<file path="src/rtl/disp_arbiter.sv">
// Two-requester display arbiter for a 4-digit multiplexed display.
// Requester 0 has priority; requester 1 is preempted once it has held the display HOLD_CYCLES.
module disp_arbiter #(
    parameter int HOLD_CYCLES = 1000,
    parameter int BLINK_W     = 24
) (
    input  logic        clk,
    input  logic        rst,
    input  logic        req0,
    input  logic [15:0] val0,
    input  logic        blink0,
    input  logic        req1,
    input  logic [15:0] val1,
    output logic        gnt0,
    output logic        gnt1,
    output logic [3:0]  A,
    output logic [3:0]  B,
    output logic [3:0]  C,
    output logic [3:0]  D,
    output logic        blank
);

    typedef enum logic [1:0] {S_IDLE, S_GRANT0, S_GRANT1} state_t;

    localparam logic [15:0] HOLD_MAX = 16'(HOLD_CYCLES - 1);

    state_t              r_state;
    state_t              w_next;
    logic [15:0]         r_hold_cnt;
    logic [BLINK_W-1:0]  r_blink_cnt;
    logic [BLINK_W-1:0]  w_blink_inc;

    assign w_blink_inc = r_blink_cnt + BLINK_W'(1);

    always_comb begin
        w_next = r_state;
        case (r_state)
            S_IDLE, S_GRANT0: begin
                if (req0)      w_next = S_GRANT0;
                else if (req1) w_next = S_GRANT1;
                else           w_next = S_IDLE;
            end
            S_GRANT1: begin
                if (!req1)                            w_next = req0 ? S_GRANT0 : S_IDLE;
                else if (req0 && r_hold_cnt == HOLD_MAX) w_next = S_GRANT0;
                else                                  w_next = S_GRANT1;
            end
            default: w_next = S_IDLE;
        endcase
    end

    always_ff @(posedge clk or posedge rst) begin
        if (rst) begin
            r_state     <= S_IDLE;
            gnt0        <= 1'b0;
            gnt1        <= 1'b0;
            {A, B, C, D} <= 16'h0000;
            blank       <= 1'b1;
            r_hold_cnt  <= 16'h0000;
            r_blink_cnt <= '0;
        end else begin
            r_state <= w_next;
            gnt0    <= (w_next == S_GRANT0);
            gnt1    <= (w_next == S_GRANT1);
            case (w_next)
                S_GRANT0: begin
                    {A, B, C, D} <= val0;
                    // Blink phase restarts on every fresh grant so the message shows first.
                    if (r_state != S_GRANT0) begin
                        r_blink_cnt <= '0;
                        blank       <= 1'b0;
                    end else begin
                        r_blink_cnt <= w_blink_inc;
                        blank       <= blink0 & w_blink_inc[BLINK_W-1];
                    end
                end
                S_GRANT1: begin
                    {A, B, C, D} <= val1;
                    blank        <= 1'b0;
                    if (r_state != S_GRANT1)      r_hold_cnt <= 16'h0000;
                    else if (r_hold_cnt != HOLD_MAX) r_hold_cnt <= r_hold_cnt + 16'h0001;
                end
                default: begin
                    {A, B, C, D} <= 16'h0000;
                    blank        <= 1'b1;
                end
            endcase
        end
    end

endmodule

</file>
<file path="config.mk">
export PLATFORM = sky130hd
export DESIGN_NAME = disp_arbiter
export DESIGN_NICKNAME = d
export VERILOG_FILES = /design/src/rtl/disp_arbiter.sv
export SDC_FILE = /design/constraint.sdc
export NUM_CORES = 1
export LEC_CHECK = 0
export ABC_AREA = 1
export BUFFER_PORTS_ARGS = -buffer_cell sky130_fd_sc_hd__buf_2
export CAP_MARGIN = 20
export CORE_ASPECT_RATIO = 1.75
export CORE_UTILIZATION = 50
export CTS_CLUSTER_DIAMETER = 150
export DETAILED_ROUTE_END_ITERATION = 16
export PLACE_DENSITY_LB_ADDON = 0.12
export SLEW_MARGIN = 0
export SYNTH_ARGS = -nofsm -noshare
export SYNTH_HDL_FRONTEND = slang
export SYNTH_SLANG_ARGS = --single-unit
</file>
<file path="constraint.sdc">
create_clock -name clk -period 2.8 [get_ports clk]
set_input_delay 0.56 -clock clk [delete_from_list [all_inputs] [get_ports clk]]
set_output_delay 0.56 -clock clk [all_outputs]
set_load 0.02 [all_outputs]
</file>
## Word level (Yosys, flattened, before mapping)

Cells that the tools add are included.

- Register bits: 61
- Output and inout bits: 19

- Add/subtract/negate cells: 2
- Equality and inequality tests: 8
- Mux-type cells: 15
- Bitwise gates (word level): 1
- Reductions and logical operators: 5

Operator list:

| cell | number |
|---|---|
| $mux W16 | 2 |
| $pmux W4 S2 | 4 |
| $add A24 B1 Y24 const B | 1 |
| $mux W24 | 1 |
| $add A16 B1 Y16 const B | 1 |
| $eq A16 B10 Y1 const B | 1 |
| $ne A16 B10 Y1 const B | 1 |
| $mux W2 | 4 |
| $eq A2 B1 Y1 const B | 2 |
| $eq A2 B2 Y1 const B | 2 |
| $pmux W2 S2 | 1 |
| $logic_not A2 Y1 | 1 |
| $mux W1 | 2 |
| $ne A2 B1 Y1 const B | 1 |
| $ne A2 B2 Y1 const B | 1 |
| $pmux W1 S2 | 1 |
| $reduce_and A2 Y1 | 1 |
| $reduce_bool A2 Y1 | 1 |
| $reduce_or A2 Y1 | 1 |
| $and A1 B1 Y1 | 1 |
| $logic_and A1 B1 Y1 | 1 |

## Longest topological paths before layout

Gate-level depths: netlist of run 1.

- Depth after elaboration: 7
- Depth in mapped cells: 18
- Gate-level depth less buffers: 17

## Worst setup path after synthesis of run 1

OpenSTA, ideal clock, no wires.

- Path type: reg-to-reg
- Start point: register r_hold_cnt[0]
- End point: register r_blink_cnt[9]
- Library setup time: 119 ps
- Data arrival time: 2048 ps
- Setup slack: 632 ps
- Stages on the path, launching flop included: 16
- Buffers on the path: 1
- Path through: dfrtp_1 > ha_1 > nand3_1 > nor2_2 > nand2_1 > nand3_1 > nand3_1 > inv_1 > ha_1 > buf_4 > inv_1 > nor3_2 > and2_1 > nand3_1 > nand2_1 > nor2_1

- Cells in the longest elaborated chain, start to end: 6

RTL lines:

| item | RTL line | text |
|---|---|---|
| from (decl) | 29 | `logic [15:0] r_hold_cnt;` |
| from (signal assigned) | 81 | `else if (r_hold_cnt != HOLD_MAX) r_hold_cnt <= r_hold_cnt + 16'h0001;` |
| $eq A16 B10 Y1 | 45 | `else if (req0 && r_hold_cnt == HOLD_MAX) w_next = S_GRANT0;` |
| $logic_and A1 B1 Y1 | 45 |  |
| $mux W2 | 45 |  |
| $mux W2 | 44 | `if (!req1) w_next = req0 ? S_GRANT0 : S_IDLE;` |
| $pmux W2 S2 | 37 | `case (r_state)` |
| via w_next[0] | 28 | `state_t w_next;` |
| $eq A2 B1 Y1 | 65 | `case (w_next)` |
| to (signal assigned) | 73 | `r_blink_cnt <= w_blink_inc;` |
| to (decl) | 30 | `logic [BLINK_W-1:0] r_blink_cnt;` |

The timed path passes the listed nets, and every way through them passes these cells.
A chain may end at the register's enable or synchronous reset.

## Worst setup path in the final report of run 1

Ends and elaborated chain as after synthesis.

==> results_dict.tcl, run 1 <==
set metrics [dict create \
    drt_first_iter_violations 155 \
    clock_latency_ns 0.34 \
    skew_ns 0.00888 \
    drt-total-wl_um 7460 \
    finalSetupTns_ns 0 \
    power-per-cell-area_nw_per_um2 511 \
    clock.fmax_ghz 0.409 \
    hold_viol 0 \
    cts.htree.levels 3 \
    place_area_um2 3610 \
    fin_crit_sh_pct 87.4 \
    antenna_cells 0 \
    synth_nets 465 \
    synth-seq-area-share_pct 46.8 \
    gp_congestion 0.908 \
    cp_common_cell "nand3_1" \
    crit_slowest_cell "dfrtp_1" \
    start_util_pct 52.4 \
    track_usage_pct 23.9 \
    endpoint_kind "register" \
    grt_pass1_vias 2870 \
    p_leak_nw 1.82 \
    fin_crit_ns 2.45 \
    synth-seq-cells 61 \
    worstPathRequired_ns 3.03 \
    wire_per_inst_um 13.2 \
    numCtsBuffers 9 \
    synth_ff_type "dfrtp_1" \
    r2r-end "r_blink_cnt[9]" \
    cts_resized 0 \
    rrSetupSlack_ns 0.35 \
    die_x_um 63.1 \
    layout_commonest_cell "nand2_1" \
    ios 56 \
    worstMarginPinSlew_ns 0.552 \
    dpl.cell_count 551 \
    drt_first_pass_iters 4 \
    status "complete, no violations" \
    synth_area_um2 3260 \
    critPathLaunchType "register" \
    rows 38 \
    ir_worst_vdd_uv 410 \
    most-common-layout-cells "nand2_1 (125), dfrtp_1 (60), buf_2 (55)" \
    final_nets 524 \
    critical_path_arrival_ns 2.67 \
    cts_tree "yes" \
    crit_type "reg -> reg" \
    drc 0 \
    relSlewSlack_pct 63.2 \
    worstPathCellList "ha_1, nand3_1, nor2_2, nand2_1, nand3_1, nand3_1, inv_1, ha_2, inv_1, nor3_2, and2_1, nand3_1, nand2_1, nor2_1" \
    grt-ovfl-total 0 \
    timing.rr.start "r_hold_cnt[0]" \
    cts_setup_buffers 0 \
    worst_slack_ns 0.354 \
    clock_path_buffers 2 \
    area_growth_pct 17.2 \
    drive_above_1_share_pct 19.7 \
    dpl.hpwl_um 5450 \
    rsz0062_at_grt "no" \
    yosys.cell_types.count 34 \
    path_max_fanout 8 \
    rr_worst_depth 14 \
    grt_max_degree 48 \
    die_area_um2 6870 \
    slowest_delay_ns 0.41 \
    cts.sinks 61 \
    vias 2919 \
    synth-edff-count 0 \
    cts-root-buf "clkbuf_8" \
    die_y_um 109 \
    postLayoutCellArea_um2 3820 \
    hold_buffers 0 \
    clk_pin_slew_ns 0.07 \
    ant_nets 0 \
    viasPerCell 5.15 \
    postSynthCellCount 423 \
    grt_first_pass_wirelength_um 12500 \
    syn_avg_cell_area_um2 7.71 \
    antenna_found_initial 0 \
    maxSlewViolCount 0 \
    pre_cts_ws_ns 0.325 \
    synth_warnings 0 \
    final_cell_count_no_fill 567 \
    coreArea_um2 6230 \
    min_path_type "in -> async" \
    numPortBuffers 55 \
    maxCapViolations 0 \
    setup_violations 0 \
    async_reset_ff_share_pct 100 \
]
==> sequential cells by signal (all words and copies together), names as in the netlist <==
register,count
r_blink_cnt,24
r_hold_cnt,16
A,4
B,4
C,4
D,4
r_state,2
blank,1
gnt0,1
gnt1,1
==> metrics by stage <==
step	utilization [%]	total power [mW]	hold slack, ns
5_1_grt	61.4	2.03	0.216
3_5_place_dp	58.0	1.16	0.488
6_report	61.4	1.95	0.181
4_1_cts	61.4	1.98	0.181
3_3_place_gp	58.0	1.15	0.481
2_1_floorplan	-	1.08	0.455
==> layer usage <==
metal	vias up	wire [um]	global-route usage, %
met4	0	215	15.1
met5	-	0	0
met3	16	212	3.14
met1	1363	2960	25.3
li1	1492	-	-
met2	48	4070	44.2
==> kinds of logic (layout without fill, tap and decap cells) <==
| logic type | count (synthesis) | in the layout | share of synthesized area [%] |
|---|---|---|---|
| flip-flops | 61 | 61 | 46.8 |
| AND/OR/NAND/NOR | 240 | 240 | 33.2 |
| adder cells (fa/ha/maj) | 5 | 5 | 1.92 |
| buffers and inverters | 53 | 117 | 6.98 |
| AO/OA/AOI/OAI | 57 | 57 | 9.24 |
| XOR/XNOR | 7 | 7 | 1.88 |
==> cells in the mapped netlist, types with 2 or more instances <==
library cell,instances,area [um^2]
clkbuf_1,5,18.8
nor3_1,5,25.0
o21ai_0,19,95.1
nand2_1,125,469
nand3_2,2,20.0
nand4_1,15,93.8
o21ai_1,4,20.0
nor2_1,43,161
and2_1,2,12.5
nor2_4,4,45.0
a31oi_1,2,12.5
ha_1,5,62.6
inv_1,39,146
nor2_2,2,12.5
a21oi_1,28,140
xor2_1,6,52.6
buf_6,3,33.8
dfrtp_1,60,1500
buf_2,2,10.0
inv_2,3,11.3
or2_2,2,12.5
nand3_1,33,165
nand2_2,3,18.8
==> critical path, delay by kind of cell, from the launching register on <==
kind / cells / cell delay, ns
simple gates: 10 / 1.22
fa+ha+maj: 2 / 0.48
flops: 1 / 0.41
buf+inv: 2 / 0.22
==> power by group <==
| group | switching, mW | internal (mW) |
|---|---|---|
| Combinational | 0.141 | 0.0692 |
| Sequential | 0.0145 | 0.913 |
| Clock | 0.334 | 0.483 |
| Total | 0.489 | 1.47 |
==> cell type report <==
class	instances	area, um^2
tap	80	100
clock inverter	3	42.5
clock buffer	13	169
inverter	42	158
fill	589	2400
sequential	61	1530
timing repair buffer	59	318
multi-input combinational	309	1510
==> worst max path at each step <==
stage | from | to | slack (ns) | cells past startpoint
3_3_place_gp | r_hold_cnt[0] | r_blink_cnt[9] | 0.41 | 14
6_report | r_hold_cnt[0] | r_blink_cnt[9] | 0.35 | 14
4_1_cts | r_hold_cnt[0] | r_blink_cnt[9] | 0.27 | 14
2_1_floorplan | r_hold_cnt[0] | r_blink_cnt[9] | 0.63 | 15
3_5_place_dp | r_hold_cnt[0] | r_blink_cnt[9] | 0.33 | 14
5_1_grt | r_hold_cnt[0] | r_blink_cnt[9] | 0.007 | 14
No activity file was read; power rests on OpenSTA's default activity.
==> inputs of run 2 (changes only) <==
- BUFFER_PORTS_ARGS: -buffer_cell sky130_fd_sc_hd__buf_2 -> -buffer_cell sky130_fd_sc_hd__buf_4
- CORE_ASPECT_RATIO: 1.75 -> 1.1
==> results_dict.tcl, run 2 (synthesized netlist as in run 1, its figures left out) <==
set metrics [dict create \
    critPathLaunchType "register" \
    crit_type "reg -> reg" \
    maxCapViolations 0 \
    timing.rr.start "r_hold_cnt[0]" \
    clock_path_buffers 2 \
    grt_pass1_vias 2893 \
    die_area_um2 6850 \
    nFillCells 580 \
    drt_first_iter_violations 162 \
    numCtsBuffers 9 \
    top_register "r_blink_cnt" \
    ant_nets 0 \
    largest_reg_flops 24 \
    cts.sinks 61 \
    critical_path_arrival_ns 2.78 \
    cts.htree.levels 3 \
    hold_buffers 0 \
    worstPathRequired_ns 3.06 \
    endpoint_kind "register" \
    path_max_fanout 9 \
    area_growth_pct 20.1 \
    most-common-layout-cells "nand2_1 (125), dfrtp_1 (60), buf_4 (58)" \
    cts_tree "yes" \
    gp_congestion 0.868 \
    die_y_um 86.7 \
    grt_max_degree 51 \
    ios 56 \
    coreArea_um2 6230 \
    relSlewSlack_pct 63.7 \
    drt_first_pass_iters 4 \
    dpl.cell_count 551 \
    track_usage_pct 24.4 \
    clock.fmax_ghz 0.398 \
    vias 2984 \
    final_nets 524 \
    layout_commonest_cell "nand2_1" \
    pre_cts_ws_ns 0.217 \
    utilization_pct 62.9 \
    r2r-end "r_blink_cnt[7]" \
    largestRegisters "r_blink_cnt x24, r_hold_cnt x16" \
    drt-total-wl_um 7490 \
    rrSetupSlack_ns 0.29 \
    worstMarginPinSlew_ns 0.545 \
    p_leak_nw 1.83 \
    rr_worst_depth 13 \
    die_x_um 79.0 \
    fin_hold_ws_ns 0.167 \
    wire_per_inst_um 13.2 \
    grt_first_pass_wirelength_um 12800 \
    rows 30 \
    antenna_cells 0 \
    viasPerCell 5.27 \
    cts-root-buf "clkbuf_8" \
    grt-ovfl-total 0 \
    antenna_found_initial 0 \
    finalSetupTns_ns 0 \
    drc 0 \
    worst_slack_ns 0.287 \
    dpl.hpwl_um 5450 \
    ir_worst_vdd_uv 253 \
    status "complete, no violations" \
    rsz0062_at_grt "no" \
    clk_pin_slew_ns 0.07 \
    skew_ns 0.00967 \
    drive_above_1_share_pct 19.5 \
    fin_crit_ns 2.51 \
    hold_viol 0 \
    numPortBuffers 55 \
    final_cell_count_no_fill 566 \
    start_util_pct 52.4 \
    power-per-cell-area_nw_per_um2 471 \
    min_path_type "in -> async" \
    clock_latency_ns 0.34 \
    maxSlewViolCount 0 \
    setup_violations 0 \
    fin_crit_sh_pct 89.8 \
]
## run 2: cell count changes in the layout (fill, tap and decap cells not counted)
cell        before  now
clkinvlp_4       1    2
bufinv_16        1    0
clkbuf_8        12   10
clkinv_2         1    2
buf_2           55    0
buf_4            3   58
## run 2: through the flow
stage	power [mW]	instance area, um^2
after detailed placement	1.18	3750
after CTS	1.86	3920
final	1.85	3920
after global routing	1.92	3920
after global placement	1.18	3750
after floorplan	1.08	3260
## run 2: how the worst max path moves through the flow
| stage | startpoint | endpoint | slack, ns | cells after the start |
|---|---|---|---|---|
| after floorplan | r_hold_cnt[0] | r_blink_cnt[9] | 0.63 | 15 |
| after global placement | r_hold_cnt[0] | r_blink_cnt[9] | 0.38 | 14 |
| after detailed placement | r_hold_cnt[0] | r_blink_cnt[7] | 0.22 | 13 |
| after CTS | r_hold_cnt[0] | r_blink_cnt[7] | 0.21 | 13 |
| after global routing | r_hold_cnt[0] | r_blink_cnt[9] | 0.03 | 14 |
| final | r_hold_cnt[0] | r_blink_cnt[7] | 0.29 | 13 |
## run 2: critical path, stage by stage, from the launching register on
cell and delay [ns]:
dfrtp_1 0.42, ha_1 0.24, nand3_1 0.10, nor2_2 0.13, nand2_1 0.08, nand3_1 0.11, nand3_1 0.14, inv_1 0.10
ha_2 0.27, inv_1 0.11, nor3_2 0.26, and2_1 0.23, o21ai_0 0.10, a21oi_1 0.14
## run 2: routing by layer
| layer | track usage (%) | vias up | share of wire [%] |
|---|---|---|---|
| li1 | - | 1493 | - |
| met3 | 5.58 | 13 | 5.3 |
| met4 | 10.7 | 0 | 2.2 |
| met1 | 31.3 | 1398 | 46 |
| met2 | 39.4 | 80 | 47 |
| met5 | 0 | - | 0 |
## run 2: where the power goes
group	internal (mW)	switching [mW]	leakage, nW	total (mW)
registers	0.913	0.0158	0.836	0.929
clock network	0.337	0.344	0.0812	0.681
logic	0.0946	0.142	0.913	0.237
total	1.35	0.502	1.83	1.85
## run 2: area by class of cell
class | count | area [um^2] | area share, %
Clock inverter | 4 | 25.0 | 0.639
Tap cell | 80 | 100 | 2.56
Multi-Input combinational cell | 309 | 1510 | 38.5
Timing Repair Buffer | 59 | 455 | 11.6
Inverter | 42 | 158 | 4.02
Sequential cell | 61 | 1530 | 39.0
Clock buffer | 11 | 141 | 3.61
## run 2: timing repair
action,CTS,global route
gates resized for setup,0,1
setup buffers,0,0
endpoints found under the setup margin,0,4
